--- config.mk ---
export PLATFORM = sky130hd
export DESIGN_NAME = window_frame_sequencer_flat
export DESIGN_NICKNAME = d
export VERILOG_FILES = /design/src/rtl/window_frame_sequencer_if.sv /design/src/rtl/window_frame_sequencer.sv /design/src/flat_wrapper.sv
export SDC_FILE = /design/constraint.sdc
export NUM_CORES = 1
export LEC_CHECK = 0
export BUFFER_PORTS_ARGS = -buffer_cell sky130_fd_sc_hd__buf_2
export CAP_MARGIN = 20
export CORE_MARGIN = 2
export CORE_UTILIZATION = 26
export DETAILED_ROUTE_END_ITERATION = 8
export GPL_TIMING_DRIVEN = 0
export HOLD_SLACK_MARGIN = 0.03
export SLEW_MARGIN = 5
export SYNTH_ARGS = -nofsm -noshare
export SYNTH_HDL_FRONTEND = slang
export SYNTH_SLANG_ARGS = --single-unit
--- constraint.sdc ---
create_clock -name clock -period 5.26 [get_ports clock]
set_input_delay 0.526 -clock clock [delete_from_list [all_inputs] [get_ports clock]]
set_output_delay 0.526 -clock clock [all_outputs]
set_load 0.03 [all_outputs]
--- src/rtl/window_frame_sequencer_if.sv ---
// rtl/window_frame_sequencer_if.sv - sample handshake, window FIFO and FFT-side output bundle
interface window_frame_sequencer_if #(
    parameter int ADDRWIDTH = 12,
    parameter int DATAWIDTH = 16
);
    logic                 enable;
    logic                 in_valid;
    logic                 in_ready;
    logic                 fifo_full;
    logic                 fifo_empty;
    logic                 fifo_enqueue;
    logic                 fifo_dequeue;
    logic [DATAWIDTH-1:0] fifo_rd_data;
    logic [ADDRWIDTH-1:0] coef_addr;
    logic [DATAWIDTH-1:0] out_data;
    logic                 out_valid;
    logic                 out_ready;
    logic                 out_first;
    logic                 out_last;
    logic [15:0]          frames_done;
    logic                 busy;

    modport master (
        input  enable, in_valid, fifo_full, fifo_empty, fifo_rd_data, out_ready,
        output in_ready, fifo_enqueue, fifo_dequeue, coef_addr, out_data,
               out_valid, out_first, out_last, frames_done, busy
    );

    modport slave (
        output enable, in_valid, fifo_full, fifo_empty, fifo_rd_data, out_ready,
        input  in_ready, fifo_enqueue, fifo_dequeue, coef_addr, out_data,
               out_valid, out_first, out_last, frames_done, busy
    );
endinterface

--- src/rtl/window_frame_sequencer.sv ---
// rtl/window_frame_sequencer.sv - 50%-overlap window framing: fills N samples, streams them, rewinds by N/2
module window_frame_sequencer #(
    parameter int ADDRWIDTH = 12,
    parameter int DATAWIDTH = 16
) (
    input  logic                  clock,
    input  logic                  reset_n,
    window_frame_sequencer_if.master bus
);
    localparam logic [ADDRWIDTH:0] N_C    = (ADDRWIDTH+1)'(1) << ADDRWIDTH;
    localparam logic [ADDRWIDTH:0] H_C    = N_C >> 1;
    localparam logic [ADDRWIDTH:0] LAST_K = N_C - (ADDRWIDTH+1)'(1);

    typedef enum logic [1:0] {S_IDLE, S_FILL, S_STREAM, S_REWIND} state_t;

    state_t               state_q, state_d;
    logic [ADDRWIDTH:0]   occ_q, occ_d, k_q, k_d;
    logic [15:0]          frames_q, frames_d;
    logic                 pend_q;
    logic [ADDRWIDTH:0]   pend_k_q;
    logic                 skid_valid_q, skid_valid_d;
    logic [DATAWIDTH-1:0] skid_data_q, skid_data_d;
    logic [ADDRWIDTH:0]   skid_k_q, skid_k_d;
    logic                 out_valid_q, out_valid_d, first_q, first_d, last_q, last_d;
    logic [DATAWIDTH-1:0] out_data_q, out_data_d;
    logic [ADDRWIDTH-1:0] coef_q, coef_d;

    logic [ADDRWIDTH:0]   occ_avail;
    logic                 in_ready, accept, drain, room, deq, load_en;
    logic [1:0]           inflight;
    logic [DATAWIDTH-1:0] load_data;
    logic [ADDRWIDTH:0]   load_k;

    // REWIND frees H slots this cycle, so a write may land in the same cycle.
    assign occ_avail = (state_q == S_REWIND) ? occ_q - H_C : occ_q;
    assign in_ready  = reset_n && (occ_avail < N_C) && !bus.fifo_full;
    assign accept    = bus.in_valid && in_ready;

    // Output register plus one skid entry absorb the 1-cycle read latency at full rate.
    assign drain    = out_valid_q && bus.out_ready;
    assign inflight = {1'b0, out_valid_q} + {1'b0, skid_valid_q} + {1'b0, pend_q};
    assign room     = (inflight - {1'b0, drain}) < 2'd2;
    assign deq      = (state_q == S_STREAM) && (k_q < N_C) && !bus.fifo_empty && room;

    always_comb begin
        state_d  = state_q;
        occ_d    = occ_q + {{ADDRWIDTH{1'b0}}, accept};
        k_d      = k_q;
        frames_d = frames_q;
        case (state_q)
            S_IDLE: begin
                k_d = '0;
                if (bus.enable) state_d = S_FILL;
            end
            S_FILL: begin
                k_d = '0;
                if (!bus.enable)        state_d = S_IDLE;
                else if (occ_q >= N_C)  state_d = S_STREAM;
            end
            S_STREAM: begin
                if (deq) begin
                    k_d = k_q + (ADDRWIDTH+1)'(1);
                    if (k_q == LAST_K) state_d = S_REWIND;
                end
            end
            S_REWIND: begin
                occ_d    = occ_q - H_C + {{ADDRWIDTH{1'b0}}, accept};
                frames_d = frames_q + 16'd1;
                k_d      = '0;
                if (bus.enable && occ_d >= N_C) state_d = S_STREAM;
                else if (bus.enable)            state_d = S_FILL;
                else                            state_d = S_IDLE;
            end
            default: state_d = S_IDLE;
        endcase
    end

    always_comb begin
        out_valid_d  = out_valid_q;
        out_data_d   = out_data_q;
        coef_d       = coef_q;
        first_d      = first_q;
        last_d       = last_q;
        skid_valid_d = skid_valid_q;
        skid_data_d  = skid_data_q;
        skid_k_d     = skid_k_q;
        load_en      = 1'b0;
        load_data    = bus.fifo_rd_data;
        load_k       = pend_k_q;
        if (!out_valid_q || drain) begin
            out_valid_d = 1'b0;
            if (skid_valid_q) begin
                load_en      = 1'b1;
                load_data    = skid_data_q;
                load_k       = skid_k_q;
                skid_valid_d = pend_q;
                skid_data_d  = bus.fifo_rd_data;
                skid_k_d     = pend_k_q;
            end else if (pend_q) begin
                load_en = 1'b1;
            end
        end else if (pend_q) begin
            skid_valid_d = 1'b1;
            skid_data_d  = bus.fifo_rd_data;
            skid_k_d     = pend_k_q;
        end
        if (load_en) begin
            out_valid_d = 1'b1;
            out_data_d  = load_data;
            coef_d      = load_k[ADDRWIDTH-1:0];
            first_d     = (load_k == '0);
            last_d      = (load_k == LAST_K);
        end
    end

    always_ff @(posedge clock or negedge reset_n) begin
        if (!reset_n) begin
            state_q      <= S_IDLE;
            occ_q        <= '0;
            k_q          <= '0;
            frames_q     <= '0;
            pend_q       <= 1'b0;
            pend_k_q     <= '0;
            skid_valid_q <= 1'b0;
            skid_data_q  <= '0;
            skid_k_q     <= '0;
            out_valid_q  <= 1'b0;
            out_data_q   <= '0;
            coef_q       <= '0;
            first_q      <= 1'b0;
            last_q       <= 1'b0;
        end else begin
            state_q      <= state_d;
            occ_q        <= occ_d;
            k_q          <= k_d;
            frames_q     <= frames_d;
            pend_q       <= deq;
            pend_k_q     <= k_q;
            skid_valid_q <= skid_valid_d;
            skid_data_q  <= skid_data_d;
            skid_k_q     <= skid_k_d;
            out_valid_q  <= out_valid_d;
            out_data_q   <= out_data_d;
            coef_q       <= coef_d;
            first_q      <= first_d;
            last_q       <= last_d;
        end
    end

    assign bus.in_ready     = in_ready;
    assign bus.fifo_enqueue = accept;
    assign bus.fifo_dequeue = deq;
    assign bus.out_valid    = out_valid_q;
    assign bus.out_data     = out_data_q;
    assign bus.coef_addr    = coef_q;
    assign bus.out_first    = first_q;
    assign bus.out_last     = last_q;
    assign bus.frames_done  = frames_q;
    assign bus.busy         = (state_q != S_IDLE);
endmodule
--- src/flat_wrapper.sv ---
// flat-port wrapper written by rule: the top's interface ports become plain ports
module window_frame_sequencer_flat 
#(
    parameter int ADDRWIDTH = 12,
    parameter int DATAWIDTH = 16
)
  (clock, reset_n, bus_enable, bus_in_valid, bus_fifo_full, bus_fifo_empty, bus_fifo_rd_data, bus_out_ready, bus_in_ready, bus_fifo_enqueue, bus_fifo_dequeue, bus_coef_addr, bus_out_data, bus_out_valid, bus_out_first, bus_out_last, bus_frames_done, bus_busy);
  window_frame_sequencer_if #(.ADDRWIDTH(ADDRWIDTH), .DATAWIDTH(DATAWIDTH)) bus_i ();
  input  logic clock;
  input  logic reset_n;
  input wire logic [$bits(bus_i.enable)-1:0] bus_enable;
  input wire logic [$bits(bus_i.in_valid)-1:0] bus_in_valid;
  input wire logic [$bits(bus_i.fifo_full)-1:0] bus_fifo_full;
  input wire logic [$bits(bus_i.fifo_empty)-1:0] bus_fifo_empty;
  input wire logic [$bits(bus_i.fifo_rd_data)-1:0] bus_fifo_rd_data;
  input wire logic [$bits(bus_i.out_ready)-1:0] bus_out_ready;
  output wire logic [$bits(bus_i.in_ready)-1:0] bus_in_ready;
  output wire logic [$bits(bus_i.fifo_enqueue)-1:0] bus_fifo_enqueue;
  output wire logic [$bits(bus_i.fifo_dequeue)-1:0] bus_fifo_dequeue;
  output wire logic [$bits(bus_i.coef_addr)-1:0] bus_coef_addr;
  output wire logic [$bits(bus_i.out_data)-1:0] bus_out_data;
  output wire logic [$bits(bus_i.out_valid)-1:0] bus_out_valid;
  output wire logic [$bits(bus_i.out_first)-1:0] bus_out_first;
  output wire logic [$bits(bus_i.out_last)-1:0] bus_out_last;
  output wire logic [$bits(bus_i.frames_done)-1:0] bus_frames_done;
  output wire logic [$bits(bus_i.busy)-1:0] bus_busy;
  assign bus_i.enable = bus_enable;
  assign bus_i.in_valid = bus_in_valid;
  assign bus_i.fifo_full = bus_fifo_full;
  assign bus_i.fifo_empty = bus_fifo_empty;
  assign bus_i.fifo_rd_data = bus_fifo_rd_data;
  assign bus_i.out_ready = bus_out_ready;
  assign bus_in_ready = bus_i.in_ready;
  assign bus_fifo_enqueue = bus_i.fifo_enqueue;
  assign bus_fifo_dequeue = bus_i.fifo_dequeue;
  assign bus_coef_addr = bus_i.coef_addr;
  assign bus_out_data = bus_i.out_data;
  assign bus_out_valid = bus_i.out_valid;
  assign bus_out_first = bus_i.out_first;
  assign bus_out_last = bus_i.out_last;
  assign bus_frames_done = bus_i.frames_done;
  assign bus_busy = bus_i.busy;
  window_frame_sequencer #(.ADDRWIDTH(ADDRWIDTH), .DATAWIDTH(DATAWIDTH)) u_core (.clock(clock), .reset_n(reset_n), .bus(bus_i));
endmodule
==> flow_summary_export.csv <==
group,metric,value,unit
logic_synthesis,synth.cell_area,0.00556,mm²
setup_path,r2r-end,"u_core.k_q[8]",
sta,slew_headroom,51.6,%
setup_path,required,4730,ps
clocking,postCtsSetupRepairBufs,0,
logic_synthesis,syn_inst,491,
floorplan,core,0.0210,mm²
final_layout,nets,613,
setup_path,ff2ff_path_depth,10,
floorplan,initial_core_util,26.5,%
routing,wl_per_cell,14.2,µm
sta,fmax,222,MHz
logic_synthesis,synth_edf_count,0,
sta,worst_pin_slew,723,ps
floorplan,die_h,150,µm
logic_synthesis,synth_seq_area_share,53.6,%
logic_synthesis,synth-seq-cells,119,
logic_synthesis,synthArstFlopShare,100,%
logic_synthesis,ys.flop_type,"dfrtp_1",
setup_path,cp_max_fo,10,
power_and_ir_drop,p_leak,0.00323,µW
floorplan,num_rows,53,
sta,skew,9.10,ps
global_routing,grt_pass1_wl,20800,µm
clocking,clock-sinks,119,
routing,viasPerCell,4.71,
logic_synthesis,syn-num-nets,520,
clocking,root_buffer,"clkbuf_16",
worst_hold_path,hold_class,"input pin to async pin",
clocking,htree_levels,4,
routing,drc_errors,0,
placement,gp_congestion,0.770,
sta,setup_viol,0,
sta,final_hold_viol_count,0,
final_layout,area_delta_synth_final,23.4,%
setup_path,crit_slowest_cell,"dfrtp_1",
global_routing,first_global_vias,4025,
sta,drv_slew,0,
placement,hpwl,8700,µm
setup_path,rr_startpoint,"u_core.pend_q",
logic_synthesis,ys_types,56,
sta,fin_crit,4510,ps
clocking,insertion_delay,420,ps
setup_path,arrival,3980,ps
logic_synthesis,yosysWarnings,0,
logic_synthesis,avgSynthCellArea,11.3,µm²
setup_path,critical-path-top-delay-family,"buffers and inverters",
routing,routed_wl,12400,µm
final_layout,finalInstanceArea,0.00686,mm²
global_routing,grt_max_degree,69,
floorplan,die_area,0.0226,mm²
clocking,holdBufCountCts,0,
global_routing,grt_usage,11.7,%
global_routing,antenna_found_initial,2,
setup_path,crit_type,"flop to output port",
clocking,clk_pin_slew,60,ps
setup_path,worst-r2r-setup-slack,1690,ps
power_and_ir_drop,peakVddDrop,0.000221,V
final_layout,fill_cells,2128,
placement,dpl_cell_area,0.00630,mm²
final_layout,drive_above_1_share,27.1,%
sta,rsz0062_at_grt,"false",
power_and_ir_drop,power_density,317,mW/mm²
sta,period_share,85.7,%
clocking,cts_resized,0,
global_routing,overflow,0,
outcome,status,"finished clean",
floorplan,ioPinCount,74,
final_layout,final_common_cell,"dfrtp_1",
placement,portBuffers,73,
setup_path,end_kind,"output port",
final_layout,multiInputGateArea,0.00237,mm²
final_layout,final_cell_mix,"dfrtp_1 (119), buf_2 (77), o21ai_0 (33)",
final_layout,final-seq-area,0.00298,mm²
clocking,cts_made_buffers,17,
routing,detail-route-antenna-nets,0,
routing,dr.pass1.iters,4,
setup_path,startpoint_type,"flop",
setup_path,timing.critical_path.buf_inv,6,
floorplan,die_w,150,µm
setup_path,cpPeakStageDelay,430,ps
clocking,cts_tree,"yes",
routing,vias,4115,
routing,drt_iter0_drc,138,
sta,setup_tns,0,ps
clocking,clk_path_buf_depth,2,
job,cap_violations,0,
setup_path,path_cells,"clkbuf_1 > clkinv_1 > clkbuf_1 > ha_1 > inv_1 > ha_1 > a21oi_2 > xnor2_1 > buf_2 > nor3_1 > buf_2",
==> per-stage QoR <==
step	hold slack, ps	util (%)	instances	setup slack, ps	power (µW)
5_1_grt	77.7	32.6	872	420	2270
3_5_place_dp	364	30.0	840	1170	1110
2_1_floorplan	230	-	491	1870	1050
3_3_place_gp	360	29.8	839	522	1100
4_1_cts	55.2	32.6	872	705	2200
6_report	46.5	32.6	873	752	2170
==> layout make-up <==
type	instances	area share [%]
sequential	119	43.4
tap	275	5.02
clock buffer	18	6.26
timing repair buffer	74	5.82
buffer	30	2.59
clock inverter	14	1.81
multi-input combinational	334	34.6
inverter	8	0.438
antenna	1	0.0365
==> registers in the layout (all words and copies together), names as in the netlist <==
register	flops
u_core.bus.coef_addr	12
u_core.bus.out_first	1
u_core.bus.frames_done	16
u_core.k_q	13
u_core.bus.out_valid	1
u_core.pend_q	1
u_core.bus.out_data	16
u_core.bus.out_last	1
u_core.state_q	2
u_core.skid_k_q	13
u_core.skid_valid_q	1
u_core.occ_q	13
u_core.pend_k_q	13
u_core.skid_data_q	16
==> routing by layer <==
metal  vias up  share of wire [%]  GRT usage [%]  routed length [µm]
met2        94                 45           17.7                5600
met4         2                1.4           4.48                 176
li1       1993                  -              -                   -
met5         -               0.10              0                  13
met3        18                4.8           3.27                 597
met1      2008                 49           15.8                6050
==> cells by family after synthesis <==
| group | Yosys count | share of synthesized area [%] |
|---|---|---|
| buffers and inverters | 38 | 3.74 |
| adder cells (fa/ha/maj) | 7 | 1.53 |
| AND/OR/NAND/NOR | 154 | 15.6 |
| XOR/XNOR | 29 | 4.57 |
| AO/OA/AOI/OAI | 97 | 11.2 |
| flip-flops | 119 | 53.6 |
| multiplexers | 47 | 9.81 |
==> worst max-delay path by stage <==
stage / from / end / slack, ps / depth (start not counted)
final: u_core.pend_q / bus_fifo_dequeue / 750 / 11
after CTS: u_core.pend_q / bus_fifo_dequeue / 710 / 11
after global routing: u_core.pend_q / bus_fifo_dequeue / 420 / 11
after global placement: reset_n / u_core.state_q[0] / 520 / 9
after detailed placement: u_core.pend_q / bus_fifo_dequeue / 1170 / 11
after floorplan: u_core.pend_q / bus_fifo_dequeue / 1870 / 10
==> where the power goes <==
part	leakage [µW]	total, µW	switching [µW]	internal (µW)
Clock	0.000263	1080	430	650
Sequential	0.00162	973	26.3	946
Combinational	0.00135	119	75.9	43.3
Total	0.00323	2170	532	1640
==> synth_stat cells (all sizes together) (5+ instances only) <==
cell type    n  area, µm²
or4          6       48.8
a21oi       25        140
xnor2       19        166
a22oi       16        120
xor2        10       87.6
inv          7       26.3
mux2i       17        170
ha           6       75.1
o21ai       34        170
and3        22        138
nand4       14       87.6
nor4        10       62.6
mux2        30        375
nor3         9       50.1
nand2       31        116
o41ai        5       51.3
nand3       20        100
dfrtp      119       2980
buf         14        116
clkbuf      16       61.3
nor2        14       52.6
Power figures use the tool's default switching activity.
